$ cat config.mk
export PLATFORM = sky130hd
export DESIGN_NAME = sprite_pop_ctrl
export DESIGN_NICKNAME = d
export VERILOG_FILES = /design/src/rtl/sprite_pkg.sv /design/src/rtl/sprite_pop_ctrl_pipe_delay.sv /design/src/rtl/sprite_pop_ctrl.sv
export SDC_FILE = /design/constraint.sdc
export NUM_CORES = 1
export LEC_CHECK = 0
export BUFFER_PORTS_ARGS = -buffer_cell sky130_fd_sc_hd__buf_2
export CELL_PAD_IN_SITES_DETAIL_PLACEMENT = 0
export CELL_PAD_IN_SITES_GLOBAL_PLACEMENT = 1
export CORE_UTILIZATION = 30
export DETAILED_ROUTE_END_ITERATION = 10
export GPL_ROUTABILITY_DRIVEN = 0
export PLACE_DENSITY = 0.61
export SETUP_SLACK_MARGIN = 0.1
export SYNTH_ARGS = -nofsm -noshare
export SYNTH_HDL_FRONTEND = slang
export SYNTH_HIERARCHICAL = 1
export SYNTH_SLANG_ARGS = --single-unit
export TNS_END_PERCENT = 30
$ cat constraint.sdc
create_clock -name pixel_clk_in -period 1.9 [get_ports pixel_clk_in]
set_input_delay 0.19 -clock pixel_clk_in [delete_from_list [all_inputs] [get_ports pixel_clk_in]]
set_output_delay 0.19 -clock pixel_clk_in [all_outputs]
set_load 0.03 [all_outputs]
$ cat src/rtl/sprite_pkg.sv
// Shared types and helpers for the sprite pop controller.
// Holds FSM state encoding, default ROM latency and address-width helper.
package sprite_pkg;

    typedef enum logic [1:0] {
        IDLE,
        ARMED,
        POPPED
    } state_t;

    localparam int ROM_LATENCY_DEFAULT = 4;

    function automatic int addr_w(input int w, input int h);
        return $clog2(w * h * 2);
    endfunction

endpackage

$ cat src/rtl/sprite_pop_ctrl_pipe_delay.sv
// Fixed-depth shift register with async active-low reset.
// Used to align the in-sprite flag with palette ROM output.
module pipe_delay #(
    parameter int DEPTH = 1,
    parameter int W     = 1
) (
    input  logic         i_clk,
    input  logic         i_rst_n,
    input  logic [W-1:0] i_d,
    output logic [W-1:0] o_q
);

    logic [W-1:0] r_sr [DEPTH];

    always_ff @(posedge i_clk or negedge i_rst_n) begin
        if (!i_rst_n) begin
            for (int i = 0; i < DEPTH; i++) begin
                r_sr[i] <= '0;
            end
        end else begin
            r_sr[0] <= i_d;
            for (int i = 1; i < DEPTH; i++) begin
                r_sr[i] <= r_sr[i-1];
            end
        end
    end

    assign o_q = r_sr[DEPTH-1];

endmodule

$ cat src/rtl/sprite_pop_ctrl.sv
// Sprite frame sequencer: pop-frame FSM, image ROM address generation
// and in-sprite flag alignment with the palette ROM output.
module sprite_pop_ctrl
    import sprite_pkg::*;
#(
    parameter int WIDTH           = 256,
    parameter int HEIGHT          = 256,
    parameter int POP_HOLD_FRAMES = 30,
    parameter int ROM_LATENCY     = ROM_LATENCY_DEFAULT
) (
    input  logic                             pixel_clk_in,
    input  logic                             rst_in,
    input  logic [10:0]                      x_in,
    input  logic [9:0]                       y_in,
    input  logic [10:0]                      hcount_in,
    input  logic [9:0]                       vcount_in,
    input  logic                             new_frame_in,
    input  logic                             pop_req_in,
    output logic [addr_w(WIDTH, HEIGHT)-1:0] image_addr_out,
    output logic                             in_sprite_out,
    output logic                             frame_sel_out,
    output logic                             busy_out
);

    localparam int AW = addr_w(WIDTH, HEIGHT);
    localparam logic [AW-1:0] LP_FRAME = AW'(WIDTH * HEIGHT);
    localparam logic [AW-1:0] LP_W     = AW'(WIDTH);
    localparam logic [7:0]    LP_HOLD  = 8'(POP_HOLD_FRAMES);

    state_t        r_state;
    state_t        w_state_nxt;
    logic [7:0]    r_hold;
    logic [7:0]    w_hold_nxt;
    logic          r_frame_sel;
    logic          r_busy;
    logic [AW-1:0] r_addr;

    // Retrigger reload takes priority over decrement and expiry
    always_comb begin
        w_state_nxt = r_state;
        w_hold_nxt  = r_hold;
        unique case (r_state)
            IDLE: begin
                if (pop_req_in) begin
                    if (new_frame_in) begin
                        w_state_nxt = POPPED;
                        w_hold_nxt  = LP_HOLD;
                    end else begin
                        w_state_nxt = ARMED;
                    end
                end
            end
            ARMED: begin
                if (new_frame_in) begin
                    w_state_nxt = POPPED;
                    w_hold_nxt  = LP_HOLD;
                end
            end
            POPPED: begin
                if (pop_req_in) begin
                    w_hold_nxt = LP_HOLD;
                end else if (new_frame_in) begin
                    if (r_hold == 8'd1) begin
                        w_state_nxt = IDLE;
                        w_hold_nxt  = '0;
                    end else begin
                        w_hold_nxt = r_hold - 8'd1;
                    end
                end
            end
            default: begin
                w_state_nxt = IDLE;
                w_hold_nxt  = '0;
            end
        endcase
    end

    always_ff @(posedge pixel_clk_in or negedge rst_in) begin
        if (!rst_in) begin
            r_state     <= IDLE;
            r_hold      <= '0;
            r_frame_sel <= 1'b0;
            r_busy      <= 1'b0;
        end else begin
            r_state     <= w_state_nxt;
            r_hold      <= w_hold_nxt;
            r_frame_sel <= (w_state_nxt == POPPED);
            r_busy      <= (w_state_nxt != IDLE);
        end
    end

    logic [11:0]   w_x_end;
    logic [10:0]   w_y_end;
    logic          w_in_h;
    logic          w_in_v;
    logic          w_in_sprite;
    logic [10:0]   w_dx;
    logic [9:0]    w_dy;
    logic [AW-1:0] w_off;
    logic [AW-1:0] w_base;
    logic [AW-1:0] w_addr;

    // Widened end bounds so sprites near the screen edge do not wrap
    assign w_x_end     = {1'b0, x_in} + 12'(WIDTH);
    assign w_y_end     = {1'b0, y_in} + 11'(HEIGHT);
    assign w_in_h      = (hcount_in >= x_in) && ({1'b0, hcount_in} < w_x_end);
    assign w_in_v      = (vcount_in >= y_in) && ({1'b0, vcount_in} < w_y_end);
    assign w_in_sprite = w_in_h && w_in_v;

    assign w_dx   = hcount_in - x_in;
    assign w_dy   = vcount_in - y_in;
    assign w_off  = AW'(w_dx) + AW'(w_dy) * LP_W;
    assign w_base = r_frame_sel ? LP_FRAME : '0;
    assign w_addr = w_in_sprite ? (w_base + w_off) : w_base;

    always_ff @(posedge pixel_clk_in or negedge rst_in) begin
        if (!rst_in) begin
            r_addr <= '0;
        end else begin
            r_addr <= w_addr;
        end
    end

    pipe_delay #(
        .DEPTH (ROM_LATENCY + 1),
        .W     (1)
    ) u_in_sprite_dly (
        .i_clk   (pixel_clk_in),
        .i_rst_n (rst_in),
        .i_d     (w_in_sprite),
        .o_q     (in_sprite_out)
    );

    assign image_addr_out = r_addr;
    assign frame_sel_out  = r_frame_sel;
    assign busy_out       = r_busy;

endmodule
==> impl_metrics.py, run 1 <==
metrics = {
    "placed_design": {
        "portBuffers": 65,
        "dp_cells": 533,
        "dp_hpwl_um": 5180,
        "postPlaceCellArea_mm2": 0.00362,
        "pre_cts_ws_ns": -1.41,
    },
    "timing": {
        "final.min_clock_period_ns": 2.96,
        "rsz0062_at_grt": "true",
        "drv_slew": 0,
        "fin_crit_sh_pct": 156,
        "fmax_mhz": 338,
        "whs_ns": -0.0286,
        "fin_tns_setup_ns": -6.86,
        "tightest_slew_ns": 0.736,
        "final_hold_viol_count": 34,
        "setup_ws_ns": -1.06,
        "skew_ns": 0.00565,
        "setup_viol": 17,
        "max-slew-margin-rel_pct": 50.9,
    },
    "power_and_ir_drop": {
        "leakagePower_nw": 2.04,
        "ir_worst_vdd_mv": 0.313,
        "power_density_mw_per_mm2": 725,
        "power_mw": 2.83,
    },
    "logic_synthesis": {
        "syn_inst": 302,
        "ys_types": 48,
        "netlist.area_leader.share_pct": 32.2,
        "synthTopCellsByArea": "dfrtp_1 (32%), ha_1 (16%), inv_1 (4.8%), nor2_1 (4.5%), a21oi_1 (4.0%)",
        "syn_area_mm2": 0.00264,
        "yosys_register_bits": 34,
        "yosysTopAreaCell": "dfrtp_1",
        "syn-num-nets": 384,
        "synth_edf_count": 0,
        "syn_avg_cell_area_um2": 8.75,
        "ys_seq_area_share_pct": 32.2,
        "ys.flop_type": "dfrtp_1",
        "yosysWarnings": 6,
        "synthArstFlopShare_pct": 100,
        "synth_common_cells": "dfrtp_1 (34), inv_1 (34), ha_1 (33)",
    },
    "critical_path": {
        "cp.arrival_ns": 3.16,
        "rr_worst_depth": 7,
        "worst_setup_path_start_kind": "input port",
        "r2r-end": "busy_out",
        "cp.required_ns": 2.10,
        "cp_max_fo": 2,
        "r2r_start": "r_hold[1]",
        "r2r_slack_ns": 0.24,
        "endpoint_kind": "register",
        "setup.worst_path.class": "in -> reg",
    },
    "clock_network": {
        "cts_sinks": 34,
        "clock-root-buffer": "clkbuf_8",
        "cts_buffers": 5,
        "htree_levels": 2,
        "insertion_delay_ns": 0.28,
        "cts_tree": "done",
        "clock_path_buffers": 2,
        "path_clk_slew_ns": 0.07,
        "cts_hold_buffers": 0,
    },
    "run_status": {
        "status": "finished with violations",
        "violations": "negative hold slack, negative setup slack",
    },
    "die": {
        "dieArea_mm2": 0.00919,
        "die_h_um": 95.9,
        "ioPinCount": 66,
        "initial_core_util_pct": 31.5,
        "die-width_um": 95.9,
        "num_rows": 33,
        "core_mm2": 0.00838,
    },
    "finish": {
        "fin_util_pct": 46.6,
        "synthToLayoutAreaGrowth_pct": 47.7,
        "fin_area_mm2": 0.00390,
        "finish.net_count": 524,
        "drive_above_1_share_pct": 42.4,
        "finalNonFillerCells": 548,
        "n_antenna_cell": 0,
    },
    "route": {
        "wirelength_um": 6190,
        "wire_per_inst_um": 11.3,
        "drt_iter0_drc": 59,
        "firstDrtPassIters": 4,
        "num_vias": 2546,
        "avgViaCountPerCell": 4.65,
        "ant_nets": 0,
        "drc": 0,
    },
    "grt": {
        "first_global_vias": 2459,
        "grt_pass1_wl_um": 10400,
        "antenna_found_initial": 0,
        "grt_max_degree": 35,
        "grt-ovfl-total": 0,
        "grtUsageTotal_pct": 14.2,
    },
    "run": {
        "maxCapViolCount": 0,
    },
    "worst_hold_path": {
        "hold_path_class": "in -> async",
    },
}
==> cell families (layout without fill, tap and decap cells) <==
family / Yosys count / after routing / share of synthesized area (%)
adder cells (fa/ha/maj): 36 / 36 / 17.9
multiplexers: 1 / 1 / 0.379
flip-flops: 34 / 34 / 32.2
AND/OR/NAND/NOR: 96 / 96 / 18.3
XOR/XNOR: 20 / 20 / 6.63
buffers and inverters: 36 / 177 / 5.26
AO/OA/AOI/OAI: 79 / 79 / 19.3
==> sequential cells by signal, summed over array words and instances, names as in the netlist <==
register              count
u_in_sprite_dly/o_q       1
frame_sel_out             1
r_hold                    8
busy_out                  1
u_in_sprite_dly/r_sr      4
image_addr_out           17
r_state                   2
==> critical path, cell delays in order <==
cell	delay (ns)
buf_8	0.11
inv_12	0.04
ha_4	0.12
inv_2	0.04
fa_2	0.36
nand3_2	0.09
a21boi_2	0.07
a311o_1	0.30
a21oi_2	0.18
o21a_1	0.16
nor2_2	0.04
xor2_1	0.16
ha_1	0.30
a21o_1	0.14
nand3_2	0.09
or4b_4	0.49
a21oi_2	0.14
xor2_1	0.14
==> metal layers <==
layer | GRT usage, % | up-vias | routed length [um]
met3 | 2.29 | 4 | 302
met4 | 2.99 | 0 | 35
li1 | - | 1329 | -
met1 | 18.2 | 1165 | 2940
met5 | 0 | - | 0
met2 | 25.2 | 48 | 2900
==> worst max path at each step <==
| stage | start | to | slack (ns) | depth (start not counted) |
|---|---|---|---|---|
| final | hcount_in[0] | image_addr_out[16] | -1.06 | 18 |
| after CTS | hcount_in[0] | image_addr_out[16] | -1.05 | 18 |
| after global routing | hcount_in[0] | image_addr_out[16] | -1.26 | 18 |
| after floorplan | hcount_in[0] | image_addr_out[16] | -1.12 | 17 |
| after global placement | hcount_in[0] | image_addr_out[16] | -1.35 | 18 |
| after detailed placement | hcount_in[0] | image_addr_out[16] | -1.41 | 18 |
==> area by class of cell <==
class | count | area, um^2
Fill cell | 852 | 4480
Multi-Input combinational cell | 232 | 1820
Timing Repair Buffer | 135 | 872
Sequential cell | 34 | 851
Inverter | 34 | 140
Tap cell | 105 | 131
Clock buffer | 7 | 86.3
Clock inverter | 1 | 5.00
==> timing repair <==
item                       in CTS  in global routing
pin swaps                      14                 11
setup endpoints to repair      18                 21
buffers inserted                3                  4
gates resized for setup        19                 18
==> power by group <==
group | switching [mW] | internal (mW)
clock | 0.251 | 0.292
sequential | 0.0635 | 0.826
combinational | 0.696 | 0.700
total | 1.01 | 1.82
==> cells in the final DEF (no fill, tap or decap), types with 2 or more instances in the layout <==
cell / n
a211oi_2: 2
a21o_1: 10
a21oi_1: 18
a21oi_2: 6
a31oi_1: 5
and2_1: 4
and3_1: 2
buf_2: 64
buf_4: 67
buf_6: 3
clkbuf_8: 6
dfrtp_1: 34
fa_2: 3
ha_1: 30
ha_2: 2
inv_1: 31
inv_2: 2
nand2_1: 17
nand2_2: 3
nand2b_1: 5
nand3_1: 2
nand3_2: 4
nand4_1: 2
nor2_1: 26
nor2_2: 5
nor2b_1: 5
nor3_1: 4
nor3_2: 3
nor3b_2: 2
o2111ai_1: 2
o21a_1: 4
o21ai_0: 19
o21ai_1: 2
xnor2_1: 8
xnor2_2: 2
xor2_1: 10
No activity file was read; power rests on OpenSTA's default activity.
==> run 2: changes to the inputs <==
SETUP_SLACK_MARGIN = 0.5   (was 0.1)
==> impl_metrics.py, run 2 (synthesis gave the netlist of run 1 again) <==
metrics = {
    "run_status": {
        "status": "finished with violations",
        "violations": "negative setup slack",
    },
    "clock_network": {
        "cts_tree": "done",
        "clock-root-buffer": "clkbuf_8",
        "cts_buffers": 5,
        "cts_sinks": 34,
        "htree_levels": 2,
        "path_clk_slew_ns": 0.07,
        "insertion_delay_ns": 0.28,
        "clock_path_buffers": 2,
    },
    "route": {
        "drt_iter0_drc": 90,
        "wire_per_inst_um": 11.5,
        "num_vias": 2565,
        "avgViaCountPerCell": 4.66,
        "drc": 0,
        "ant_nets": 0,
        "wirelength_um": 6300,
        "firstDrtPassIters": 4,
    },
    "die": {
        "die_h_um": 95.9,
        "dieArea_mm2": 0.00919,
        "core_mm2": 0.00838,
        "die-width_um": 95.9,
        "ioPinCount": 66,
        "num_rows": 33,
        "initial_core_util_pct": 31.5,
    },
    "critical_path": {
        "cp_max_fo": 2,
        "critPathBufInv": 3,
        "worst_setup_path_start_kind": "input port",
        "cp.arrival_ns": 3.14,
        "worst_path_max_delay_cell": "or4b_4",
        "max_stage_delay_ns": 0.49,
        "cp.required_ns": 2.10,
        "endpoint_kind": "register",
        "cpLargestDelayFamily": "compound AO/OA/AOI/OAI gates",
        "setup.worst_path.class": "in -> reg",
        "path_cells": "buf_8 -> inv_12 -> ha_4 -> inv_2 -> fa_2 -> nand3_2 -> a21boi_2 -> a311o_1 -> a21oi_2 -> o21a_1 -> nor2_1 -> xor2_1 -> ha_1 -> a21o_1 -> nand3_2 -> or4b_4 -> a21oi_2 -> xor2_1",
    },
    "grt": {
        "grt_max_degree": 35,
        "first_global_vias": 2501,
        "antenna_found_initial": 0,
        "grtUsageTotal_pct": 14.4,
        "grt-ovfl-total": 0,
        "grt_pass1_wl_um": 10600,
    },
    "run": {
        "maxCapViolCount": 0,
    },
    "finish": {
        "layout_commonest_cell": "buf_4",
        "finish.net_count": 526,
        "most-common-layout-cells": "buf_4 (68), buf_2 (64), dfrtp_1 (33), inv_1 (31), ha_1 (29)",
        "fillers": 855,
        "largest_reg_flops": 17,
        "finalNonFillerCells": 550,
        "drive_above_1_share_pct": 44.0,
        "n_antenna_cell": 0,
        "synthToLayoutAreaGrowth_pct": 51.2,
    },
    "power_and_ir_drop": {
        "ir_worst_vdd_mv": 0.236,
        "power_mw": 2.95,
        "leakagePower_nw": 2.07,
        "power_density_mw_per_mm2": 738,
    },
    "timing": {
        "tightest_slew_ns": 0.766,
        "fin_crit_sh_pct": 154,
        "final_hold_viol_count": 0,
        "drv_slew": 0,
        "fmax_mhz": 341,
        "setup_ws_ns": -1.03,
        "rsz0062_at_grt": "true",
        "skew_ns": 0.00721,
        "final.min_clock_period_ns": 2.93,
        "max-slew-margin-rel_pct": 48.9,
        "setup_viol": 15,
    },
    "placed_design": {
        "dp_hpwl_um": 5050,
        "pre_cts_ws_ns": -1.44,
        "portBuffers": 65,
        "dp_cells": 530,
    },
    "worst_hold_path": {
        "hold_path_class": "in -> reg",
    },
}
==> run 2: changes by cell type in the layout (fill, tap and decap cells not counted), moves of 2 or more <==
cell,previous run,this run
o21ai_0,19,7
o21ai_1,2,13
a21oi_1,18,15
a21oi_2,6,9
clkbuf_8,6,8
ha_4,1,3
nand2_1,17,19
nand2_2,3,1
==> run 2: path summary, 6_finish.rpt <==
| kind | startpoint | to | slack [ns] | cells past startpoint |
|---|---|---|---|---|
| max | hcount_in[0] | image_addr_out[16] | -1.03 | 18 |
| min | new_frame_in | r_state[0] | 0.14 | 2 |
| max reg2reg | r_hold[5] | busy_out | 0.31 | 6 |
| min reg2reg | u_in_sprite_dly/r_sr[1] | u_in_sprite_dly/o_q | 0.35 | 0 |
| max in group asynchronous | rst_in | r_hold[0] | 0.86 | 2 |
| min in group asynchronous | rst_in | r_hold[0] | 0.52 | 2 |
==> run 2: through the flow <==
step	hold WS (ns)	TNS [ns]	util, %	instance area [um^2]
final	0.137	-5.83	47.7	4000
after global routing	0.142	-8.07	47.7	4000
after CTS	0.131	-6.16	46.1	3860
after detailed placement	0.309	-13.15	43.0	3600
after global placement	0.304	-12.98	43.0	3600
after floorplan	-0.106	-6.59	-	2710
==> run 2: where the power goes <==
| group | total [mW] | internal, mW | switching, mW |
|---|---|---|---|
| clock network | 0.624 | 0.366 | 0.258 |
| logic | 1.42 | 0.707 | 0.713 |
| registers | 0.904 | 0.827 | 0.0766 |
==> run 2: cell type report <==
type | count | area, um^2 | share of cell area [%]
clock buffer | 8 | 110 | 2.76
inverter | 34 | 140 | 3.51
multi-input combinational | 232 | 1870 | 46.9
sequential | 34 | 852 | 21.3
tap | 105 | 131 | 3.29
timing repair buffer | 137 | 890 | 22.3
==> run 2: what timing repair did <==
item                                    in CTS  in global routing
cloned                                       0                  0
gates resized for setup                     38                 18
endpoints found under the hold margin        4                  0
endpoints found under the setup margin      28                 29
hold buffers                                 1                  0
pin swaps                                   34                 32
setup buffers                                7                  4
==> run 2: metal layers <==
metal | routed length, um | track usage (%) | vias to the layer above
li1 | - | - | 1335
met1 | 3080 | 19.3 | 1171
met2 | 2920 | 24.4 | 53
met3 | 268 | 2.29 | 6
met4 | 26 | 2.74 | 0
met5 | 0 | 0 | -
